===== config.mk =====
export PLATFORM = sky130hd
export DESIGN_NAME = hop_scan_ctrl
export DESIGN_NICKNAME = d
export VERILOG_FILES = /design/src/rtl/hop_scan_ctrl.sv
export SDC_FILE = /design/constraint.sdc
export NUM_CORES = 1
export LEC_CHECK = 0
export ABC_CLOCK_PERIOD_IN_PS = 5400
export BUFFER_PORTS_ARGS = -buffer_cell sky130_fd_sc_hd__buf_2
export CAP_MARGIN = 15
export CORE_AREA = 3 3 79 100
export CTS_BUF_LIST = sky130_fd_sc_hd__clkbuf_2
export DETAILED_ROUTE_END_ITERATION = 7
export DIE_AREA = 0 0 82 103
export GPL_TIMING_DRIVEN = 0
export PLACE_DENSITY = 0.86
export REMOVE_ABC_BUFFERS = 1
export SLEW_MARGIN = 20
export SYNTH_ARGS = -nofsm -noshare
export SYNTH_HDL_FRONTEND = slang
export SYNTH_SLANG_ARGS = --single-unit

===== constraint.sdc =====
create_clock -name clk -period 5.4 [get_ports clk]
set_clock_uncertainty 0.15 [all_clocks]
set_input_delay 1.08 -clock clk [delete_from_list [all_inputs] [get_ports clk]]
set_output_delay 1.08 -clock clk [all_outputs]
set_load 0.01 [all_outputs]

===== src/rtl/hop_scan_ctrl.sv =====
// Serial scan-chain loader: shifts one hop's IF configuration word into the tag chip
// using a two-phase non-overlapping scan clock. Define SCAN_LSB_FIRST_EN for LSB-first shifting.
module hop_scan_ctrl #(
  parameter int SCAN_WIDTH    = 2,
  parameter int NTX_BITS      = 78,
  parameter int TX_BITS_WIDTH = 128,
  parameter int BIT_CNT_WIDTH = 7
) (
  input  logic                     clk,
  input  logic                     reset,
  input  logic [TX_BITS_WIDTH-1:0] data_in,
  output logic                     scan_id,
  output logic                     scan_phi,
  output logic                     scan_phi_bar,
  output logic                     scan_data_in,
  output logic                     scan_load_chip,
  output logic [BIT_CNT_WIDTH-1:0] nbits_cnt
);

  localparam int PH_W = (SCAN_WIDTH > 1) ? $clog2(SCAN_WIDTH) : 1;

  typedef enum logic [2:0] {
    S_START, S_DATA, S_PHI, S_GAP, S_PHI_BAR, S_LGAP, S_LOAD, S_DONE
  } state_t;

  state_t                   r_state, w_state_nxt;
  logic [PH_W-1:0]          r_ph, w_ph_nxt;
  logic [NTX_BITS-1:0]      r_shift, w_shift_nxt, w_capture;
  logic [BIT_CNT_WIDTH-1:0] r_cnt, w_cnt_nxt, w_cnt_inc;
  logic                     w_ph_last;
  logic                     r_id, r_phi, r_phi_bar, r_data, r_load;
  logic                     w_id, w_phi, w_phi_bar, w_data, w_load;
  logic                     w_unused_upper;

  // Only data_in[N-1:0] is shifted; the remaining bits are deliberately ignored.
  assign w_unused_upper = ^data_in;

  // The shifter always emits its MSB, so LSB-first mode reverses the word at capture.
  always_comb begin
    w_capture = '0;
    for (int i = 0; i < NTX_BITS; i++) begin
`ifdef SCAN_LSB_FIRST_EN
      w_capture[NTX_BITS-1-i] = data_in[i];
`else
      w_capture[i] = data_in[i];
`endif
    end
  end

  assign w_ph_last = (r_ph == PH_W'(SCAN_WIDTH - 1));
  assign w_cnt_inc = r_cnt + BIT_CNT_WIDTH'(1);

  always_comb begin
    w_state_nxt = r_state;
    w_ph_nxt    = r_ph;
    w_shift_nxt = r_shift;
    w_cnt_nxt   = r_cnt;
    unique case (r_state)
      S_START: begin
        w_state_nxt = S_DATA;
        w_ph_nxt    = '0;
        w_shift_nxt = w_capture;
        w_cnt_nxt   = '0;
      end
      S_DATA, S_PHI, S_GAP, S_LGAP, S_LOAD: begin
        if (w_ph_last) begin
          w_ph_nxt = '0;
          unique case (r_state)
            S_DATA:  w_state_nxt = S_PHI;
            S_PHI:   w_state_nxt = S_GAP;
            S_GAP:   w_state_nxt = S_PHI_BAR;
            S_LGAP:  w_state_nxt = S_LOAD;
            default: w_state_nxt = S_DONE;
          endcase
        end else begin
          w_ph_nxt = r_ph + PH_W'(1);
        end
      end
      S_PHI_BAR: begin
        if (w_ph_last) begin
          w_ph_nxt    = '0;
          w_cnt_nxt   = w_cnt_inc;
          w_shift_nxt = r_shift << 1;
          w_state_nxt = (w_cnt_inc < BIT_CNT_WIDTH'(NTX_BITS)) ? S_DATA : S_LGAP;
        end else begin
          w_ph_nxt = r_ph + PH_W'(1);
        end
      end
      default: w_state_nxt = S_DONE;
    endcase
  end

  // Outputs are decoded from the next state so the registered copies line up with it.
  always_comb begin
    w_id      = (w_state_nxt != S_START) && (w_state_nxt != S_DONE);
    w_phi     = (w_state_nxt == S_PHI);
    w_phi_bar = (w_state_nxt == S_PHI_BAR);
    w_load    = (w_state_nxt == S_LOAD);
    w_data    = 1'b0;
    if ((w_state_nxt == S_DATA) || (w_state_nxt == S_PHI) ||
        (w_state_nxt == S_GAP)  || (w_state_nxt == S_PHI_BAR))
      w_data = w_shift_nxt[NTX_BITS-1];
  end

  always_ff @(posedge clk) begin
    if (reset) begin
      r_state   <= S_START;
      r_ph      <= '0;
      r_shift   <= '0;
      r_cnt     <= '0;
      r_id      <= 1'b0;
      r_phi     <= 1'b0;
      r_phi_bar <= 1'b0;
      r_data    <= 1'b0;
      r_load    <= 1'b0;
    end else begin
      r_state   <= w_state_nxt;
      r_ph      <= w_ph_nxt;
      r_shift   <= w_shift_nxt;
      r_cnt     <= w_cnt_nxt;
      r_id      <= w_id;
      r_phi     <= w_phi;
      r_phi_bar <= w_phi_bar;
      r_data    <= w_data;
      r_load    <= w_load;
    end
  end

  assign scan_id        = r_id;
  assign scan_phi       = r_phi;
  assign scan_phi_bar   = r_phi_bar;
  assign scan_data_in   = r_data;
  assign scan_load_chip = r_load;
  assign nbits_cnt      = r_cnt;

endmodule


After elaboration in Yosys (flattened, before gate mapping)
Cells that the tools add are included.
{"block": "word_totals", "ff_bits": 94, "in_bits": 130, "output_inout_bits": 12, "elab_cells": 50}
{"block": "classes", "n_addsub": 2, "order_cmp": 1, "eq_ne": 13, "n_mux": 11, "bitwise_logic": 1, "reduce_logical": 12}
{"operator": "one-hot mux 78 bit (2 select lines)", "count": 1}
{"operator": "2-to-1 mux 78 bit", "count": 1}
{"operator": "equality test 3 bit, second input constant", "count": 5}
{"operator": "one-hot mux 7 bit (2 select lines)", "count": 1}
{"operator": "equality test 3 x 2 -> 1 bit, second input constant", "count": 4}
{"operator": "one-hot mux 3 bit (4 select lines)", "count": 1}
{"operator": "2-to-1 mux 3 bit", "count": 3}
{"operator": "one-hot mux 3 bit (3 select lines)", "count": 1}
{"operator": "adder 7 x 1 -> 7 bit, second input constant", "count": 1}
{"operator": "less-than comparator 7 bit, second input constant", "count": 1}
{"operator": "2-to-1 mux 7 bit", "count": 1}
{"operator": "equality test 3 x 1 -> 1 bit, second input constant", "count": 2}
{"operator": "OR reduction 6 bit", "count": 1}
{"operator": "OR reduction 5 bit", "count": 1}
{"operator": "nonzero test 2 bit", "count": 2}
{"operator": "zero test 3 bit", "count": 1}
{"operator": "logical OR 1 bit", "count": 3}
{"operator": "!= test 3 bit, second input constant", "count": 1}
{"operator": "nonzero test 3 bit", "count": 1}
{"operator": "!= test 2 bit, second input constant", "count": 1}
{"operator": "one-hot mux 1 bit (2 select lines)", "count": 1}
{"operator": "AND reduction 2 bit", "count": 1}
{"operator": "OR reduction 2 bit", "count": 1}
{"operator": "adder 1 bit, second input constant", "count": 1}
{"operator": "3 further kinds", "count": 3}

Depth between registers and ports, before layout
{"block": "depth", "ltp_word": 11, "ltp_mapped": 7, "depth_no_buf": 6}

Least setup slack after synthesis
No wires, ideal clock.
{"block": "synth_timing", "kind": "reg-to-reg", "from": "register r_cnt[0] (netlist: nbits_cnt[0])", "to": "register r_data (netlist: scan_data_in)", "setup_time_ps": 60, "arrival_ps": 1779, "t_required_ps": 5190, "slack_ps": 3410, "stages_incl_launch_ff": 7, "n_path_buf": 0, "synth_period_minus_slack_ps": 1990, "path_cell_list": "dfxtp_1 -> ha_1 -> and4b_1 -> or4_1 -> a31oi_1 -> a211o_2 -> o221a_1"}
{"block": "synth_between", "elab_chain_cells": 11, "elab_cells_between_ends": 14, "cone_classes": "1 x add/sub; 1 x order compare; 4 x eq/ne; 3 x mux; 1 x bitwise; 4 x reduce/logical"}
{"item": "from (decl)", "line": "29", "source": "logic [BIT_CNT_WIDTH-1:0] r_cnt, w_cnt_nxt, w_cnt_inc;"}
{"item": "from (signal assigned)", "line": "120", "source": "r_cnt <= w_cnt_nxt;"}
{"item": "adder 7 x 1 -> 7 bit *", "line": "51", "source": "assign w_cnt_inc = r_cnt + BIT_CNT_WIDTH'(1);"}
{"item": "less-than comparator 7 bit *", "line": "84", "source": "w_state_nxt = (w_cnt_inc < BIT_CNT_WIDTH'(NTX_BITS)) ? S_DATA : S_LGAP;"}
{"item": "2-to-1 mux 3 bit *", "line": "84"}
{"item": "2-to-1 mux 3 bit *", "line": "80", "source": "if (w_ph_last) begin"}
{"item": "one-hot mux 3 bit (3 select lines) *", "line": "58", "source": "unique case (r_state)"}
{"item": "equality test 3 x 1 -> 1 bit or equality test 3 x 2 -> 1 bit (tied branches)", "line": "100", "source": "if ((w_state_nxt == S_DATA) || (w_state_nxt == S_PHI) ||"}
{"item": "logical OR 1 bit (2 in a row)", "line": "100"}
{"item": "logical OR 1 bit *", "line": "101", "source": "(w_state_nxt == S_GAP) || (w_state_nxt == S_PHI_BAR))"}
{"item": "NOT 1 bit (no line) *"}
{"item": "OR reduction 2 bit (no line) *"}
{"item": "to (signal assigned)", "line": "124", "source": "r_data <= w_data;"}
{"item": "to (decl)", "line": "31", "source": "logic r_id, r_phi, r_phi_bar, r_data, r_load;"}
Every way passes the cells marked *; elsewhere a longest branch is shown, timed or not.
A chain may end at the register's enable or synchronous reset.

Final worst setup path
{"block": "layout_timing", "from": "register r_state[1]", "to": "register r_data (netlist: scan_data_in)"}
{"block": "layout_between", "elab_chain_cells": 10, "elab_cells_between_ends": 22, "cone_classes": "10 x eq/ne; 5 x mux; 1 x bitwise; 6 x reduce/logical"}
{"item": "from (decl)", "line": "26", "source": "state_t r_state, w_state_nxt;"}
{"item": "from (signal assigned)", "line": "117", "source": "r_state <= w_state_nxt;"}
{"item": "equality test 3 bit, or another cell as far along", "line": "58, 68"}
{"item": "one-hot mux 3 bit (4 select lines)", "line": "68", "source": "unique case (r_state)"}
{"item": "2-to-1 mux 3 bit", "line": "66", "source": "if (w_ph_last) begin"}
{"item": "one-hot mux 3 bit (3 select lines)", "line": "58"}
{"item": "equality test 3 x 1 -> 1 bit or equality test 3 x 2 -> 1 bit (tied branches)", "line": "100"}
{"item": "logical OR 1 bit (2 in a row)", "line": "100"}
{"item": "logical OR 1 bit", "line": "101"}
{"item": "NOT 1 bit (no line)"}
{"item": "OR reduction 2 bit (no line)"}
Parallel ways exist; a longest one is shown, timed or not.

==> results.md <==
* Ys Warns at 0
* XOR/XNOR Fraction of Synth Area at 0.4565%
* Share of cells above drive strength 1 at 23.28%
* Hold/Removal Path Class: flip-flop to flip-flop
* Clock insertion delay at the later pin of the skew report at 0.53 ns
* Fin nets at 650
* Max-slew headroom at 61.65%
* Final setup vio count at 0
* Post-CTS setup buffers at 0
* Die X at 82 um
* Pwr dens at 294.9 nW/um^2
* First-pass GRT wire length at 13880 um
* Register area share after synthesis at 49.04%
* Post-synthesis simple-gate area fraction at 14.18%
* Commonest non-fill, non-tap cell in the layout: dfxtp_1
* Number of antenna diodes at 0
* Max-cap violations at 0
* CP required at 5.72 ns
* Min Tclk post-route at 2.609 ns
* Post-CTS sizing at 0
* LEAKAGE at 1.723 nW
* Clock sink total at 94
* Critical Path AT at 2.93 ns
* Power Total at 1.323 mW
* Worst setup SP type: flip-flop
* Final wirelength at 8501 um
* Mapped Area at 3837 sq um
* Drt first pass iters at 5
* Placed Instance Area at 4372 sq um
* Actual slew at the worst max-slew pin at 0.5739 ns
* CTS buffer count at 9
* Final period utilization at 48.31%
* Main combinational cell family by area after synthesis: compound AO/OA/AOI/OAI gates
* Core ar. at 6977 sq um
* Post-Layout Inst Area at 4487 sq um
* Pin count of the biggest net entering global routing at 53
* WL met1 at 3755 um
* Ranking of synthesized cells by area: dfxtp_1 49%, a22oi_1 15%, a21oi_1 12%
* Yosys top cell area share at 49.04%
* Post-synthesis mux area share at 0%
* # IOs at 142
* Critical Path End Type: flip-flop
* Remaining Overflow, GRT at 0
* CTS Root Cell: clkbuf_2
* All-layer global routing usage at 20.59%
* Post-route setup TNS at 0 ns
* # hold bufs at CTS at 0
* Synth Register Bits at 94
* 1st-iter DRT viols at 192
* Vias in the first global route at 3317
* RSZ-0062 raised after global routing: false
* DRC errors left at 0
* Area grow syn2layout at 16.92%
* Metal3 WL at 663 um
* Post-synth top area cell: dfxtp_1
* Initial Util at 55.00%
* Top routing layer used: met4
* Post-Synthesis Cells at 451
* Worst vdd ir at 0.0001795 V
* Site row count at 34
* Final ANT Viol Nets at 0
* Avg Synthesized Cell Area at 8.509 sq um
* Antenna violations before repair at 0
* I/O Buffers at 91
* Pre-CTS WS at 2.842 ns
* Vias at 3541
* Compound-cell area share of the yosys netlist at 30.68%
* Deepest clock path buffer count at 2
* Crit path max fanout at 49
* GP Congestion at 0.7978
* Fmax at 383.3 MHz
* Hold Violations, Final at 0
* Crit path kind: flip-flop to flip-flop
* CTS tree: yes
* Average wire per cell in the routed design at 13.85 um
* DIE AREA at 8446 sq um
* Most frequent cells in the layout: 94 x dfxtp_1, 90 x buf_2, 89 x a21oi_1
* Outcome: completed
* Synth unique cells at 38
* CTS clock-pin slew for the worst setup and hold paths at 0.23 ns
* Die height at 103 um
* Adder-cell share of the synthesized area at 0.3261%
* H-tree depth at 3
* Met2 WL post-DR at 4001 um
* DPL Wire Length at 5663 um
* Final WS setup at 2.791 ns
* Slew Viols, Final at 0
* Via/cell ratio at 5.767
-- critical path: stages (launching register included) --
cell	delay [ns]
dfxtp_1	0.63
and4bb_4	0.39
buf_12	0.25
nor2_4	0.47
buf_16	0.23
nand2_1	0.07
a21oi_1	0.17
o221a_1	0.18
-- registers in the layout, summed over array words and instances, names as in the netlist --
register / cells
r_state: 3
scan_load_chip: 1
r_ph: 1
scan_id: 1
scan_data_in: 1
r_shift: 78
nbits_cnt: 7
scan_phi_bar: 1
scan_phi: 1
-- stage by stage --
step | hold slack [ns] | cells | util [%]
after floorplan | 0.2800 | 409 | -
after global placement | 0.2908 | 590 | 60.38
after detailed placement | 0.2965 | 598 | 62.66
after CTS | 0.3221 | 614 | 64.31
after global routing | 0.3447 | 614 | 64.31
final | 0.3206 | 614 | 64.31
-- layout make-up --
cell class              count  area [sq um]
fillers                   599          2490
flip-flops and latches     94          1882
multi-input cells         312          1760
repair buffers             99         605.6
well taps                  90         112.6
clock inverters             5         60.06
clock buffers              11         55.05
inverters                   3         11.26
-- metal layers --
| metal | vias up | global-route usage (%) |
|---|---|---|
| li1 | 1776 | - |
| met1 | 1637 | 23.80 |
| met2 | 119 | 35.59 |
| met3 | 9 | 6.381 |
| met4 | 0 | 7.289 |
| met5 | - | 0 |
-- cell families after synthesis --
logic type | after synthesis
and+or+nand+nor | 121
buffers and inverters | 45
AOI/OAI and AO/OA | 188
DFF | 94
adders and majority gates | 1
xor gates and xnor gates | 2
-- cell usage after synthesis, drive strengths merged --
library cell and count:
a31oi 8, inv 3, a211oi 3, or4 1, nor3 3, o21ai 5, xor2 1, nor3b 3
ha 1, and4 1, xnor2 1, and3 2, nand2 83, and4b 1, o221a 1, nand3b 2
and2b 1, and2 1, or3 1, a2111oi 1, nand4 1, a311oi 1, buf 23, a21oi 89
o2111ai 1, a211o 1, nor2 15, dfxtp 94, a22oi 77, a32oi 1, nand3 5, and4bb 1
clkbuf 19
-- power by group --
group	internal [mW]	switching, mW
Combinational	0.0988	0.110
Sequential	0.748	0.0315
Clock	0.110	0.225
-- path summary, 6_finish.rpt --
| kind | start | to | slack [ns] | cells past startpoint |
|---|---|---|---|---|
| min reg2reg | r_shift[39] | r_shift[39] | 0.32 | 2 |
| max reg2reg | r_state[1] | scan_data_in | 2.79 | 7 |
| min | r_shift[39] | r_shift[39] | 0.32 | 2 |
| max | r_state[1] | scan_data_in | 2.79 | 7 |
Note: power is estimated with default switching activity, not from simulation.
